===== src/rtl/unpacker_8to12_if.sv =====
// Bundles the packed-byte input stream, the 12-bit sample output stream and the
// unpacker status signals. The slave modport is the unpacker side.
interface unpacker_8to12_if #(
  parameter int CNT_BITS = 32
);
  logic [7:0]          in_data;
  logic                in_valid;
  logic                in_ack;
  logic                resync;
  logic [11:0]         out_data;
  logic                out_valid;
  logic                out_ready;
  logic [1:0]          phase;
  logic [CNT_BITS-1:0] sample_count;

  modport master (
    output in_data, in_valid, resync, out_ready,
    input  in_ack, out_data, out_valid, phase, sample_count
  );

  modport slave (
    input  in_data, in_valid, resync, out_ready,
    output in_ack, out_data, out_valid, phase, sample_count
  );
endinterface


===== src/rtl/unpacker_8to12.sv =====
// Rebuilds pairs of 12-bit samples from a packed 3-byte stream:
// B0 = s0[7:0], B1 = {s1[3:0], s0[11:8]}, B2 = s1[11:4].
//
//  state | meaning
//  PH_B0 | expecting B0; byte is stored, no output slot needed
//  PH_B1 | expecting B1; completes s0, keeps upper nibble for s1
//  PH_B2 | expecting B2; completes s1
module unpacker_8to12 #(
  parameter int CNT_BITS = 32
) (
  input logic             clk,
  input logic             nreset,
  unpacker_8to12_if.slave bus
);

  typedef enum logic [1:0] {
    PH_B0 = 2'd0,
    PH_B1 = 2'd1,
    PH_B2 = 2'd2
  } phase_t;

  phase_t              r_phase, w_phase_nxt;
  logic [7:0]          r_lo, w_lo_nxt;
  logic [3:0]          r_hi_nib, w_hi_nib_nxt;
  logic [11:0]         r_out_data, w_out_data_nxt;
  logic                r_out_valid, w_out_valid_nxt;
  logic [CNT_BITS-1:0] r_count;
  logic                w_slot_free;
  logic                w_ack;
  logic                w_complete;
  logic                w_handoff;

  assign w_slot_free = !r_out_valid || bus.out_ready;
  assign w_ack       = bus.in_valid && !bus.resync && (r_phase == PH_B0 || w_slot_free);
  assign w_handoff   = r_out_valid && bus.out_ready;

  always_ff @(posedge clk or negedge nreset) begin
    if (!nreset) begin
      r_phase     <= PH_B0;
      r_lo        <= '0;
      r_hi_nib    <= '0;
      r_out_data  <= '0;
      r_out_valid <= 1'b0;
      r_count     <= '0;
    end else begin
      r_phase     <= w_phase_nxt;
      r_lo        <= w_lo_nxt;
      r_hi_nib    <= w_hi_nib_nxt;
      r_out_data  <= w_out_data_nxt;
      r_out_valid <= w_out_valid_nxt;
      if (w_handoff) r_count <= r_count + 1'b1;
    end
  end

  always_comb begin
    w_phase_nxt    = r_phase;
    w_lo_nxt       = r_lo;
    w_hi_nib_nxt   = r_hi_nib;
    w_out_data_nxt = r_out_data;
    w_complete     = 1'b0;

    // resync drops the partial pair but leaves the output slot untouched
    if (bus.resync) begin
      w_phase_nxt  = PH_B0;
      w_lo_nxt     = '0;
      w_hi_nib_nxt = '0;
    end else if (w_ack) begin
      case (r_phase)
        PH_B0: begin
          w_lo_nxt    = bus.in_data;
          w_phase_nxt = PH_B1;
        end
        PH_B1: begin
          w_out_data_nxt = {bus.in_data[3:0], r_lo};
          w_hi_nib_nxt   = bus.in_data[7:4];
          w_complete     = 1'b1;
          w_phase_nxt    = PH_B2;
        end
        PH_B2: begin
          w_out_data_nxt = {bus.in_data, r_hi_nib};
          w_complete     = 1'b1;
          w_phase_nxt    = PH_B0;
        end
        default: w_phase_nxt = PH_B0;
      endcase
    end

    if (w_complete)         w_out_valid_nxt = 1'b1;
    else if (bus.out_ready) w_out_valid_nxt = 1'b0;
    else                    w_out_valid_nxt = r_out_valid;
  end

  assign bus.in_ack       = w_ack;
  assign bus.out_data     = r_out_data;
  assign bus.out_valid    = r_out_valid;
  assign bus.phase        = r_phase;
  assign bus.sample_count = r_count;

endmodule


===== src/flat_wrapper.sv =====
// flat-port wrapper written by rule: the top's interface ports become plain ports
module unpacker_8to12_flat 
#(
  parameter int CNT_BITS = 32
)
  (clk, nreset, bus_in_data, bus_in_valid, bus_resync, bus_out_ready, bus_in_ack, bus_out_data, bus_out_valid, bus_phase, bus_sample_count);
  unpacker_8to12_if #(.CNT_BITS(CNT_BITS)) bus_i ();
  input logic clk;
  input logic nreset;
  input wire logic [$bits(bus_i.in_data)-1:0] bus_in_data;
  input wire logic [$bits(bus_i.in_valid)-1:0] bus_in_valid;
  input wire logic [$bits(bus_i.resync)-1:0] bus_resync;
  input wire logic [$bits(bus_i.out_ready)-1:0] bus_out_ready;
  output wire logic [$bits(bus_i.in_ack)-1:0] bus_in_ack;
  output wire logic [$bits(bus_i.out_data)-1:0] bus_out_data;
  output wire logic [$bits(bus_i.out_valid)-1:0] bus_out_valid;
  output wire logic [$bits(bus_i.phase)-1:0] bus_phase;
  output wire logic [$bits(bus_i.sample_count)-1:0] bus_sample_count;
  assign bus_i.in_data = bus_in_data;
  assign bus_i.in_valid = bus_in_valid;
  assign bus_i.resync = bus_resync;
  assign bus_i.out_ready = bus_out_ready;
  assign bus_in_ack = bus_i.in_ack;
  assign bus_out_data = bus_i.out_data;
  assign bus_out_valid = bus_i.out_valid;
  assign bus_phase = bus_i.phase;
  assign bus_sample_count = bus_i.sample_count;
  unpacker_8to12 #(.CNT_BITS(CNT_BITS)) u_core (.clk(clk), .nreset(nreset), .bus(bus_i));
endmodule

===== config.mk =====
export PLATFORM = sky130hd
export DESIGN_NAME = unpacker_8to12_flat
export DESIGN_NICKNAME = d
export VERILOG_FILES = /design/src/rtl/unpacker_8to12_if.sv /design/src/rtl/unpacker_8to12.sv /design/src/flat_wrapper.sv
export SDC_FILE = /design/constraint.sdc
export NUM_CORES = 1
export LEC_CHECK = 0
export ABC_AREA = 1
export CAP_MARGIN = 0
export CELL_PAD_IN_SITES_DETAIL_PLACEMENT = 1
export CELL_PAD_IN_SITES_GLOBAL_PLACEMENT = 1
export CORE_MARGIN = 1
export CORE_UTILIZATION = 41
export CTS_CLUSTER_SIZE = 8
export DETAILED_ROUTE_END_ITERATION = 8
export PLACE_DENSITY_LB_ADDON = 0.1
export SLEW_MARGIN = 20
export SYNTH_ARGS = -nofsm -noshare
export SYNTH_HDL_FRONTEND = slang
export SYNTH_SLANG_ARGS = --single-unit

===== constraint.sdc =====
create_clock -name clk -period 4.35 [get_ports clk]
set_input_delay 0.87 -clock clk [delete_from_list [all_inputs] [get_ports clk]]
set_output_delay 0.87 -clock clk [all_outputs]
set_load 0.05 [all_outputs]

### After elaboration in Yosys (flattened, before gate mapping)

Index checks and enable logic that the tools add are counted.

* register bits: 59
* latch bits: 0
* RAM bits: 0
* memory bits (read-only): 0
* input bits: 13
* output and inout bits: 48
* logic and storage cells: 42
* memories kept: 0

* add/subtract/negate cells: 1
* multipliers: 0
* div/mod/pow operators: 0
* magnitude comparators: 0
* equal/unequal tests: 2
* shift operators: 0
* muxes and demuxes: 15
* bitwise logic cells: 1
* reductions and logical operators: 17

Operator list (count)
* 32-bit by 1-bit adder with 32-bit output, second input constant: 1
* 8-bit 2-to-1 mux: 3
* 12-bit case mux with 2 select lines: 1
* 4-bit 2-to-1 mux: 3
* 2-bit nonzero test: 5
* 1-bit 2-to-1 mux: 5
* 2-bit 2-to-1 mux: 2
* 2-bit case mux with 2 select lines: 1
* 2-bit AND reduction: 2
* 1-bit logical AND: 3
* 3-bit AND reduction: 1
* 2-bit by 1-bit equality test with 1-bit output, second input constant: 1
* 2-bit equality test, second input constant: 1
* 1-bit zero test: 2
* 2-bit zero test: 1
* 1-bit logical OR: 2
* 2-bit OR reduction: 1
* 1-bit NOT: 1

### Longest topological paths before layout

Gate-level depths: netlist (run 1).

* depth after elaboration: 7
* gate-level depth with buffers: 10
* mapped depth without buffers: 9

### Worst setup path after synthesis (run 1)

OpenSTA, ideal clock, no wires.

* path kind: flip-flop to output port
* start: register u_core.r_phase[0] (netlist: u_core.bus.phase[0])
* end: output bus_in_ack
* data arrival time: 1.320 ns
* data required time: 3.480 ns
* path slack: 2.160 ns
* stages on the path, launching flop included: 5
* cell sequence: dfrtp_1 inv_1 ha_1 nand3_4 nand2_4

* longest elaborated chain between the ends: 3

RTL lines
* start, declared: line unpacker_8to12.sv:22 `phase_t r_phase, w_phase_nxt;`
* start signal, assigned: line unpacker_8to12.sv:46 `r_phase <= w_phase_nxt;`
* 2-bit zero test: line unpacker_8to12.sv:34 `assign w_ack = bus.in_valid && !bus.resync && (r_phase == PH_B0 || w_slot_free);`
* 1-bit logical OR: line unpacker_8to12.sv:34
* 1-bit logical AND: line unpacker_8to12.sv:34
* end, declared: line flat_wrapper.sv:14 `output wire logic [$bits(bus_i.in_ack)-1:0] bus_in_ack;`

No other way between the ends.

### Worst setup path after layout (run 1)

* start: input bus_resync
* end: output bus_in_ack

* longest elaborated chain between the ends: 3

RTL lines
* start, declared: line flat_wrapper.sv:12 `input wire logic [$bits(bus_i.resync)-1:0] bus_resync;`
* 1-bit zero test: line unpacker_8to12.sv:34
* 1-bit logical AND (2 in series): line unpacker_8to12.sv:34

No other way between the ends.

==> results_dict.tcl, run 1 <==
set metrics [dict create \
    timing.hold.worst.start "u_core.bus.out_data[1]" \
    worst_path_dominant_cell_family "buffers and inverters" \
    worst_setup_path_end_kind "output pin" \
    cts.repair.resized 0 \
    slew_violations 0 \
    max_stage_delay_ns 0.81 \
    drt_pass_1_iters 4 \
    placementRows 30 \
    critical_path.startpoint_type "input pin" \
    routed_wire_length_per_instance_um 14.4 \
    drt_iter0_drc 57 \
    critical_path_depth 5 \
    fill_cells 857 \
    grt_antenna_before_repair 0 \
    status "completed" \
    global_route_wire_length_before_repair_um 13200 \
    number_of_warnings_issued_by_yosys 0 \
    swShare_pct 37.1 \
    clock_power_share_pct 32.0 \
    power_internal_uw 1200 \
    antenna_cells_inserted 0 \
    num_io_pins 61 \
    layout-area-overhead-vs-synth_pct 30.8 \
    power.static_leakage_uw 0.00184 \
    tritoncts "yes" \
    io_buffer_count 60 \
    cts_made_buffers 9 \
    cpMaxStageDelayCell "sky130_fd_sc_hd__clkdlybuf4s50_1" \
    worstMarginPinSlew_ns 0.728 \
    rrSetupSlack_ns 2.56 \
    power.density_cell_area_nw_per_um2 481 \
    fp.dieW_um 88.0 \
    routed_wl_um 7670 \
    cap_violations 0 \
    core_region_area_um2 6980 \
    cts_setup_buffers 0 \
    gp_routability_congestion 0.803 \
    r2r-start "u_core.bus.phase[0]" \
    syn-mean-instance-area_um2 8.36 \
    max_clock_freq_ghz 0.289 \
    syn-instance-count 363 \
    timing.slew.headroom_pct 51.5 \
    tritoncts_num_sinks 59 \
    hold_depth 2 \
    place.detailed.hpwl_um 5640 \
    ctsHoldBuffers 0 \
    max-vdd-ir-drop_mv 0.195 \
    globalRouteOverflowTotal 0 \
    cts-root-buf "sky130_fd_sc_hd__clkbuf_8" \
    fin_hold_viols 0 \
    fin_area_um2 3970 \
    synthesis.nets 381 \
    crit_required_ns 3.48 \
    final_critical_delay_including_setup_and_external_delays_ns 3.46 \
    synth.yosys.seq_area_share_pct 48.7 \
    clk-insertion-delay-late_ns 0.34 \
    worst-r2r-cell-count 9 \
    clock_skew_ns 0.00627 \
    grt_start_max_net_pins 46 \
    fin_crit_sh_pct 79.5 \
    psw_uw 709 \
    hold_class "flip-flop to flip-flop" \
    mostFrequentLayoutCell "sky130_fd_sc_hd__nand2_1" \
    ctsHtreeMaxLevel 3 \
    dieHeight_um 88.0 \
    start_util_pct 43.5 \
    layout-drive-gt1-share_pct 12.6 \
    placed_cells 516 \
    clk_path_buf_depth 2 \
    drt_drc 0 \
    finalSetupViolations 0 \
    cts.reportedPaths.clkPinSlew_ns 0.08 \
    design.final.nets 449 \
    crit_path_cell_trace "clkdlybuf4s50_1 -> inv_2 -> nand3_4 -> nand2_4 -> clkdlybuf4s50_1" \
    mappedNetlistArea_um2 3030 \
    finish.cell_count_without_fillers 532 \
    path_max_fanout 10 \
    worstReg2RegEnd "u_core.bus.out_data[7]" \
    post-layout-total-power_uw 1910 \
    detail_route.vias_per_cell 4.96 \
    setup.worst_path.class "input pin to output pin" \
    vias_in_the_first_global_route 2712 \
    post_synth_num_cell_types 27 \
    worst_ep_arrival_time_ns 2.59 \
    postPlaceCellArea_um2 3730 \
    min_to "u_core.bus.out_data[1]" \
    post_synthesis_sequential_element_count 59 \
    most-common-layout-cells "104 x sky130_fd_sc_hd__nand2_1, 59 x sky130_fd_sc_hd__clkdlybuf4s50_1, 59 x sky130_fd_sc_hd__dfrtp_1" \
    setup_total_negative_slack_ns 0 \
    route.antenna.remaining_nets 0 \
    path_common_cell "sky130_fd_sc_hd__clkdlybuf4s50_1" \
    seq_power_share_pct 36.3 \
    grt_use_total_pct 22.6 \
    rsz_0062_raised_after_global_routing "false" \
    path_buf_inv 3 \
    die_area_um2 7750 \
    comb_power_share_pct 31.7 \
    routed-via-count 2640 \
]
[how the worst max path moves through the flow]
stage	from	end	slack (ns)
2_1_floorplan	u_core.bus.phase[0]	bus_in_ack	2.16
3_3_place_gp	bus_resync	bus_in_ack	0.92
6_report	bus_resync	bus_in_ack	0.89
4_1_cts	bus_resync	bus_in_ack	0.88
5_1_grt	bus_resync	bus_in_ack	0.80
3_5_place_dp	bus_resync	bus_in_ack	0.89
[through the flow]
stage / setup slack (ns) / utilization [%] / hold slack (ns)
2_1_floorplan: 2.16 / - / 0.453
3_3_place_gp: 0.920 / 53.4 / 0.458
3_5_place_dp: 0.888 / 53.4 / 0.463
4_1_cts: 0.879 / 56.8 / 0.481
5_1_grt: 0.804 / 56.9 / 0.505
6_report: 0.894 / 56.9 / 0.475
[flip-flops by register name (all words and copies together), names as in the netlist]
name,cells
u_core.bus.phase,2
u_core.bus.sample_count,32
u_core.r_hi_nib,4
u_core.r_lo,8
u_core.bus.out_data,12
u_core.bus.out_valid,1
[tightest hold or removal path, delay by kind of cell, from the launching register on]
kind	cells	cell delay, ns
flip-flops	1	0.35
AND/OR/NAND/NOR	2	0.10
[Yosys cell counts]
cell                         n  area share [%]
sky130_fd_sc_hd__nor3_1      3            0.49
sky130_fd_sc_hd__nand3_2     1            0.33
sky130_fd_sc_hd__nand3_4     1            0.58
sky130_fd_sc_hd__xor2_1     14             4.0
sky130_fd_sc_hd__inv_1      45             5.6
sky130_fd_sc_hd__buf_6       2            0.74
sky130_fd_sc_hd__nand2_1   104              13
sky130_fd_sc_hd__nand3b_1    7             1.7
sky130_fd_sc_hd__o21ai_2     8             2.3
sky130_fd_sc_hd__nand2_4     1            0.37
sky130_fd_sc_hd__o21bai_1    1            0.25
sky130_fd_sc_hd__dfrtp_1    59              49
sky130_fd_sc_hd__nor2_1     23             2.8
sky130_fd_sc_hd__ha_1        5             2.1
sky130_fd_sc_hd__nor2_2      7             1.4
sky130_fd_sc_hd__nor3b_1     1            0.25
sky130_fd_sc_hd__o21ai_0    22             3.6
sky130_fd_sc_hd__inv_2       3            0.37
sky130_fd_sc_hd__xnor2_1     3            0.87
sky130_fd_sc_hd__o22ai_1     4            0.82
sky130_fd_sc_hd__nand3_1    23             3.8
sky130_fd_sc_hd__clkbuf_1    2            0.25
sky130_fd_sc_hd__nand4_1     7             1.4
sky130_fd_sc_hd__nor2_4      5             1.9
sky130_fd_sc_hd__inv_4       1            0.21
sky130_fd_sc_hd__a21oi_1     1            0.16
sky130_fd_sc_hd__nand2_2    10             2.1
[cell families after synthesis]
logic type	count (synthesis)	share of synthesized area (%)
simple gates	193	30.1
flops	59	48.7
buf+inv	53	7.13
compound gates	36	7.18
xor+xnor	17	4.91
fa+ha+maj	5	2.06
[power by group through the flow]
stage	registers, uW	logic (uW)	clock network, uW
2_1_floorplan	935	165	0
3_3_place_gp	704	601	0
3_5_place_dp	706	610	0
4_1_cts	697	613	623
5_1_grt	706	645	649
6_report	694	606	611
[layer usage]
layer  track usage, %  part of all wire, %
met3             3.68                  2.6
met4             7.48                  1.1
met1             28.6                   45
met2             39.3                   51
met5                0                    0
[final cells by class]
type	count	area (um2)	area share, %
flip-flops and latches	59	1480	37.2
multi-input cells	251	1340	33.8
repair buffers	61	606	15.3
inverters	49	186	4.70
clock buffers	9	124	3.12
well taps	96	120	3.03
clock inverters	7	116	2.93
(Power assumes the default switching activity.)
==> run 2, diff against run 1 <==
- CORE_UTILIZATION: 41 -> 34
- clock period: 4.35 -> 3.1 ns (I/O delays scaled with it)
==> run 2 against run 1 <==
Against the previous run:
- critical path depth stayed put
- sequential cell count stayed put
- count of clock-buffer cells in the layout stayed put
- sequential share of layout area is 0.51 points higher
- cell count is 2.3% higher
- critical path type unchanged
- largest cell class unchanged
==> results_dict.tcl, run 2 (same netlist as run 1, synthesis figures left out) <==
set metrics [dict create \
    status "completed" \
    dieHeight_um 96.5 \
    grt_most_used_layer "met2" \
    clock_skew_ns 0.00996 \
    cts.repair.resized 0 \
    global_route_wire_length_before_repair_um 12600 \
    vias_in_the_first_global_route 2558 \
    worstReg2RegEnd "u_core.bus.out_data[7]" \
    m2_gr_usage_pct 29.2 \
    largest_reg_flops 32 \
    power.static_leakage_uw 0.00180 \
    detail_route.vias_per_cell 4.72 \
    worstMarginPinSlew_ns 0.779 \
    grt_antenna_before_repair 0 \
    drt_drc 0 \
    routed-via-count 2565 \
    place.detailed.hpwl_um 5790 \
    most-common-layout-cells "104 x sky130_fd_sc_hd__nand2_1, 59 x sky130_fd_sc_hd__dfrtp_1, 58 x sky130_fd_sc_hd__clkdlybuf4s50_1" \
    setup_total_negative_slack_ns 0 \
    crit_required_ns 2.48 \
    slew_violations 0 \
    timing.slew.headroom_pct 48.0 \
    multi_input_area_um2 1340 \
    critical_path.endpoint "bus_in_ack" \
    gp_routability_congestion 0.811 \
    routed_wire_length_per_instance_um 14.2 \
    mostFrequentLayoutCell "sky130_fd_sc_hd__nand2_1" \
    fp.dieW_um 96.5 \
    seqCellArea_um2 1480 \
    tritoncts_num_sinks 59 \
    hold_class "input pin to asynchronous set/reset pin" \
    tritoncts "yes" \
    critical_path.startpoint_type "input pin" \
    globalRouteOverflowTotal 0 \
    ctsHtreeMaxLevel 3 \
    design.final.nets 449 \
    fin_crit_sh_pct 76.1 \
    drt_pass_1_iters 4 \
    max_clock_freq_ghz 0.424 \
    fill_cells 1068 \
    layout-drive-gt1-share_pct 12.8 \
    clk-insertion-delay-late_ns 0.34 \
    power.density_cell_area_nw_per_um2 625 \
    route.antenna.remaining_nets 0 \
    ctsHoldBuffers 0 \
    pre_cts_slack_ns 0.739 \
    grt_start_max_net_pins 60 \
    grt_met3_use_pct 2.90 \
    worst-r2r-cell-count 9 \
    die_area_um2 9310 \
    r2r-start "u_core.bus.phase[0]" \
    worst_setup_path_end_kind "output pin" \
    setup.worst_path.class "input pin to output pin" \
    fin_hold_viols 0 \
    cts.reportedPaths.clkPinSlew_ns 0.08 \
    rrSetupSlack_ns 1.29 \
    cts_made_buffers 9 \
    cts_setup_buffers 0 \
    start_util_pct 35.0 \
    io_buffer_count 60 \
    fin_hold_ws_ns 0.426 \
    worst_ep_arrival_time_ns 1.74 \
    num_io_pins 61 \
    finalSetupViolations 0 \
    critical_path_source "bus_resync" \
    placementRows 34 \
    cap_violations 0 \
    routed_wl_um 7720 \
    grt_use_met1_pct 24.6 \
    post-route-worst-setup-slack_ns 0.741 \
    drt_iter0_drc 73 \
    cts-root-buf "sky130_fd_sc_hd__clkbuf_8" \
    rsz_0062_raised_after_global_routing "false" \
    max-vdd-ir-drop_mv 0.486 \
    grt_use_total_pct 18.4 \
    antenna_cells_inserted 0 \
    path_max_fanout 10 \
    final_critical_delay_including_setup_and_external_delays_ns 2.36 \
    clk_path_buf_depth 2 \
    core_region_area_um2 8680 \
    post-layout-total-power_uw 2450 \
    layout-area-overhead-vs-synth_pct 29.1 \
]
==> run 2: cell count changes in the layout (fill, tap and decap cells not counted) <==
cell	delta
sky130_fd_sc_hd__buf_2	+1
sky130_fd_sc_hd__bufinv_16	-3
sky130_fd_sc_hd__clkdlybuf4s50_1	-1
sky130_fd_sc_hd__clkinv_2	-1
sky130_fd_sc_hd__clkinvlp_4	+3
sky130_fd_sc_hd__inv_6	+1
==> run 2: area by class of cell <==
class	count	area share [%]
clock inverter	7	1.34
tap	108	3.45
timing repair buffer	61	15.3
clock buffer	9	3.16
inverter	49	4.76
multi-input combinational	251	34.2
sequential	59	37.7
==> run 2: worst max-delay path, stage by stage <==
cell                              delay (ns)
sky130_fd_sc_hd__clkdlybuf4s50_1        0.46
sky130_fd_sc_hd__inv_2                  0.15
sky130_fd_sc_hd__nand3_4                0.16
sky130_fd_sc_hd__nand2_4                0.14
sky130_fd_sc_hd__buf_4                  0.20
==> run 2: stage by stage <==
step / util [%] / instances / instance area (um2)
after floorplan: - / 363 / 3030
after global placement: 43.1 / 528 / 3740
after detailed placement: 43.1 / 528 / 3740
after CTS: 45.1 / 544 / 3920
after global routing: 45.1 / 544 / 3920
final: 45.1 / 544 / 3920
==> run 2: worst min-delay path by stage <==
stage	start	to	slack (ns)
after global placement	u_core.bus.out_data[0]	u_core.bus.out_data[0]	0.46
after detailed placement	u_core.r_hi_nib[0]	u_core.r_hi_nib[0]	0.48
after CTS	nreset	u_core.bus.sample_count[5]	0.46
after floorplan	nreset	u_core.bus.out_data[0]	0.32
final	nreset	u_core.bus.sample_count[5]	0.43
after global routing	nreset	u_core.bus.sample_count[5]	0.49
==> run 2: layer usage <==
layer / up-vias / share of wire, %
li1: 1276 / -
met1: 1241 / 47
met2: 39 / 49
met3: 9 / 2.3
met4: 0 / 1.7
met5: - / 0
==> run 2: where the power goes <==
group	leakage [uW]	switching (uW)	internal (uW)
Combinational	0.000934	569	273
Clock	0.0000779	344	291
Sequential	0.000784	91.4	880
Total	0.00180	1000	1440
==> run 3, diff against run 2 <==
- clock period: 3.1 -> 2 ns (I/O delays scaled with it)
==> run 3 against run 2 <==
Against the previous run:
- die area unchanged
- sequential power up 56%
- non-clock buffer count is 8 higher
- sequential cell count stayed put
- cell count grew 1.5%
- routed wire length is 2.2% higher
- clock power grew 92%
- combinational power grew 57%
- sequential share of layout area down 0.87 points
- largest cell class unchanged
- largest power group unchanged
- highest routed layer unchanged
==> results_dict.tcl, run 3 (same netlist as run 1, synthesis figures left out) <==
set metrics [dict create \
    status "completed" \
    largest_reg_flops 32 \
    clk-insertion-delay-late_ns 0.34 \
    finalCoreUtilization_pct 46.2 \
    path_max_fanout 3 \
    grt_start_max_net_pins 33 \
    start_util_pct 35.0 \
    fin_hold_viols 0 \
    setup_total_negative_slack_ns 0 \
    gp_routability_congestion 0.789 \
    io_buffer_count 60 \
    final_critical_delay_including_setup_and_external_delays_ns 1.96 \
    drt_pass_1_iters 4 \
    cts.reportedPaths.clkPinSlew_ns 0.07 \
    max-vdd-ir-drop_mv 0.638 \
    clk_path_buf_depth 2 \
    most-common-layout-cells "104 x sky130_fd_sc_hd__nand2_1, 59 x sky130_fd_sc_hd__dfrtp_1, 45 x sky130_fd_sc_hd__inv_1" \
    placementRows 34 \
    routed_wl_um 7890 \
    place.detailed.hpwl_um 6070 \
    ctsHtreeMaxLevel 3 \
    tritoncts "yes" \
    finalSetupViolations 0 \
    tritoncts_num_sinks 59 \
    worst_ep_arrival_time_ns 1.56 \
    routed_wire_length_per_instance_um 14.3 \
    drt_iter0_drc 87 \
    clock_skew_ns 0.00406 \
    cts-root-buf "sky130_fd_sc_hd__clkbuf_8" \
    worst_path_dominant_cell_family "buffers and inverters" \
    drt_drc 0 \
    fp.dieW_um 96.5 \
    fill_cells 1064 \
    grt_use_total_pct 18.3 \
    worstMarginPinSlew_ns 0.557 \
    globalRouteOverflowTotal 0 \
    design.final.nets 457 \
    routed-wl-met3_um 239 \
    cpMaxStageDelayCell "sky130_fd_sc_hd__clkdlybuf4s50_1" \
    layout-drive-gt1-share_pct 17.8 \
    global_route_wire_length_before_repair_um 12700 \
    routed-via-count 2623 \
    layout-area-overhead-vs-synth_pct 32.1 \
    crit_path_cell_trace "clkdlybuf4s50_1" \
    power.static_leakage_uw 0.00209 \
    die_area_um2 9310 \
    critical_path.startpoint_type "flip-flop" \
    max_stage_delay_ns 0.82 \
    dieHeight_um 96.5 \
    worst_setup_path_end_kind "output pin" \
    rrSetupSlack_ns 0.31 \
    mostFrequentLayoutCell "sky130_fd_sc_hd__nand2_1" \
    setup.worst_path.class "flip-flop to output pin" \
    cts_made_buffers 9 \
    post-route-worst-setup-slack_ns 0.0408 \
    crit_required_ns 1.60 \
    grt_antenna_before_repair 0 \
    cap_violations 0 \
    path_buf_inv 1 \
    detail_route.vias_per_cell 4.75 \
    num_io_pins 61 \
    antenna_cells_inserted 0 \
    power.density_cell_area_nw_per_um2 1010 \
    fin_crit_sh_pct 98.0 \
    routed-wl-met2_um 3800 \
    vias_in_the_first_global_route 2606 \
    ctsHoldBuffers 0 \
    max_clock_freq_ghz 0.510 \
    post-layout-total-power_uw 4040 \
    topRoutingLayerUsed "met4" \
    hold_class "input pin to asynchronous set/reset pin" \
    rsz_0062_raised_after_global_routing "false" \
    core_region_area_um2 8680 \
    length_of_routed_wiring_on_met1_um 3690 \
    route.antenna.remaining_nets 0 \
    slew_violations 0 \
    pre_cts_slack_ns 0.0213 \
    timing.slew.headroom_pct 62.8 \
]
[run 3: cell count changes in the layout (fill, tap and decap cells not counted), moves of 2 or more]
cell,previous run,this run
sky130_fd_sc_hd__clkdlybuf4s50_1,58,27
sky130_fd_sc_hd__buf_4,2,24
sky130_fd_sc_hd__dlymetal6s2s_1,0,10
sky130_fd_sc_hd__dlygate4sd2_1,0,6
sky130_fd_sc_hd__bufinv_16,0,2
[run 3: path summary, 6_finish.rpt]
| check | cells after the start | endpoint | start |
|---|---|---|---|
| max in group asynchronous | 2 | u_core.bus.sample_count[24] | nreset |
| worst max register to register | 9 | u_core.bus.out_data[3] | u_core.bus.phase[0] |
| worst min-delay path | 2 | u_core.bus.sample_count[5] | nreset |
| worst max-delay path | 1 | bus_sample_count[0] | u_core.bus.sample_count[0] |
| worst min register to register | 2 | u_core.bus.out_data[1] | u_core.bus.out_data[1] |
| min in group clk | 2 | u_core.bus.out_data[1] | u_core.bus.out_data[1] |
[run 3: through the flow]
step | instance area [um2] | hold slack, ns | instances
final | 4010 | 0.0663 | 552
after global routing | 4010 | 0.0994 | 552
after CTS | 3980 | 0.0680 | 552
after detailed placement | 3770 | 0.443 | 536
after global placement | 3770 | 0.445 | 536
after floorplan | 3030 | 0.104 | 363
[run 3: per-layer routing]
metal / global-route usage [%] / vias up
met3: 3.05 / 11
met2: 29.4 / 45
met5: 0 / -
met4: 8.33 / 0
li1: - / 1294
met1: 24.0 / 1273
[run 3: repair_timing]
| item | 4_1_cts | 5_1_grt |
|---|---|---|
| gates resized for setup | 6 | 10 |
| buffers inserted | 0 | 0 |
| setup endpoints to repair | 6 | 10 |
[run 3: power by group]
group / internal (uW) / switching [uW]
logic: 430 / 891
registers: 1360 / 143
clock network: 696 / 521
total: 2490 / 1550
[run 3: final cells by class]
type                            instances  area, um2  area share [%]
Sequential cell                        59       1480            36.8
Multi-Input combinational cell        251       1340            33.5
Timing Repair Buffer                   69        653            16.3
Inverter                               49        186            4.65
Tap cell                              108        135            3.37
Clock buffer                            9        124            3.09
Clock inverter                          7       92.6            2.31
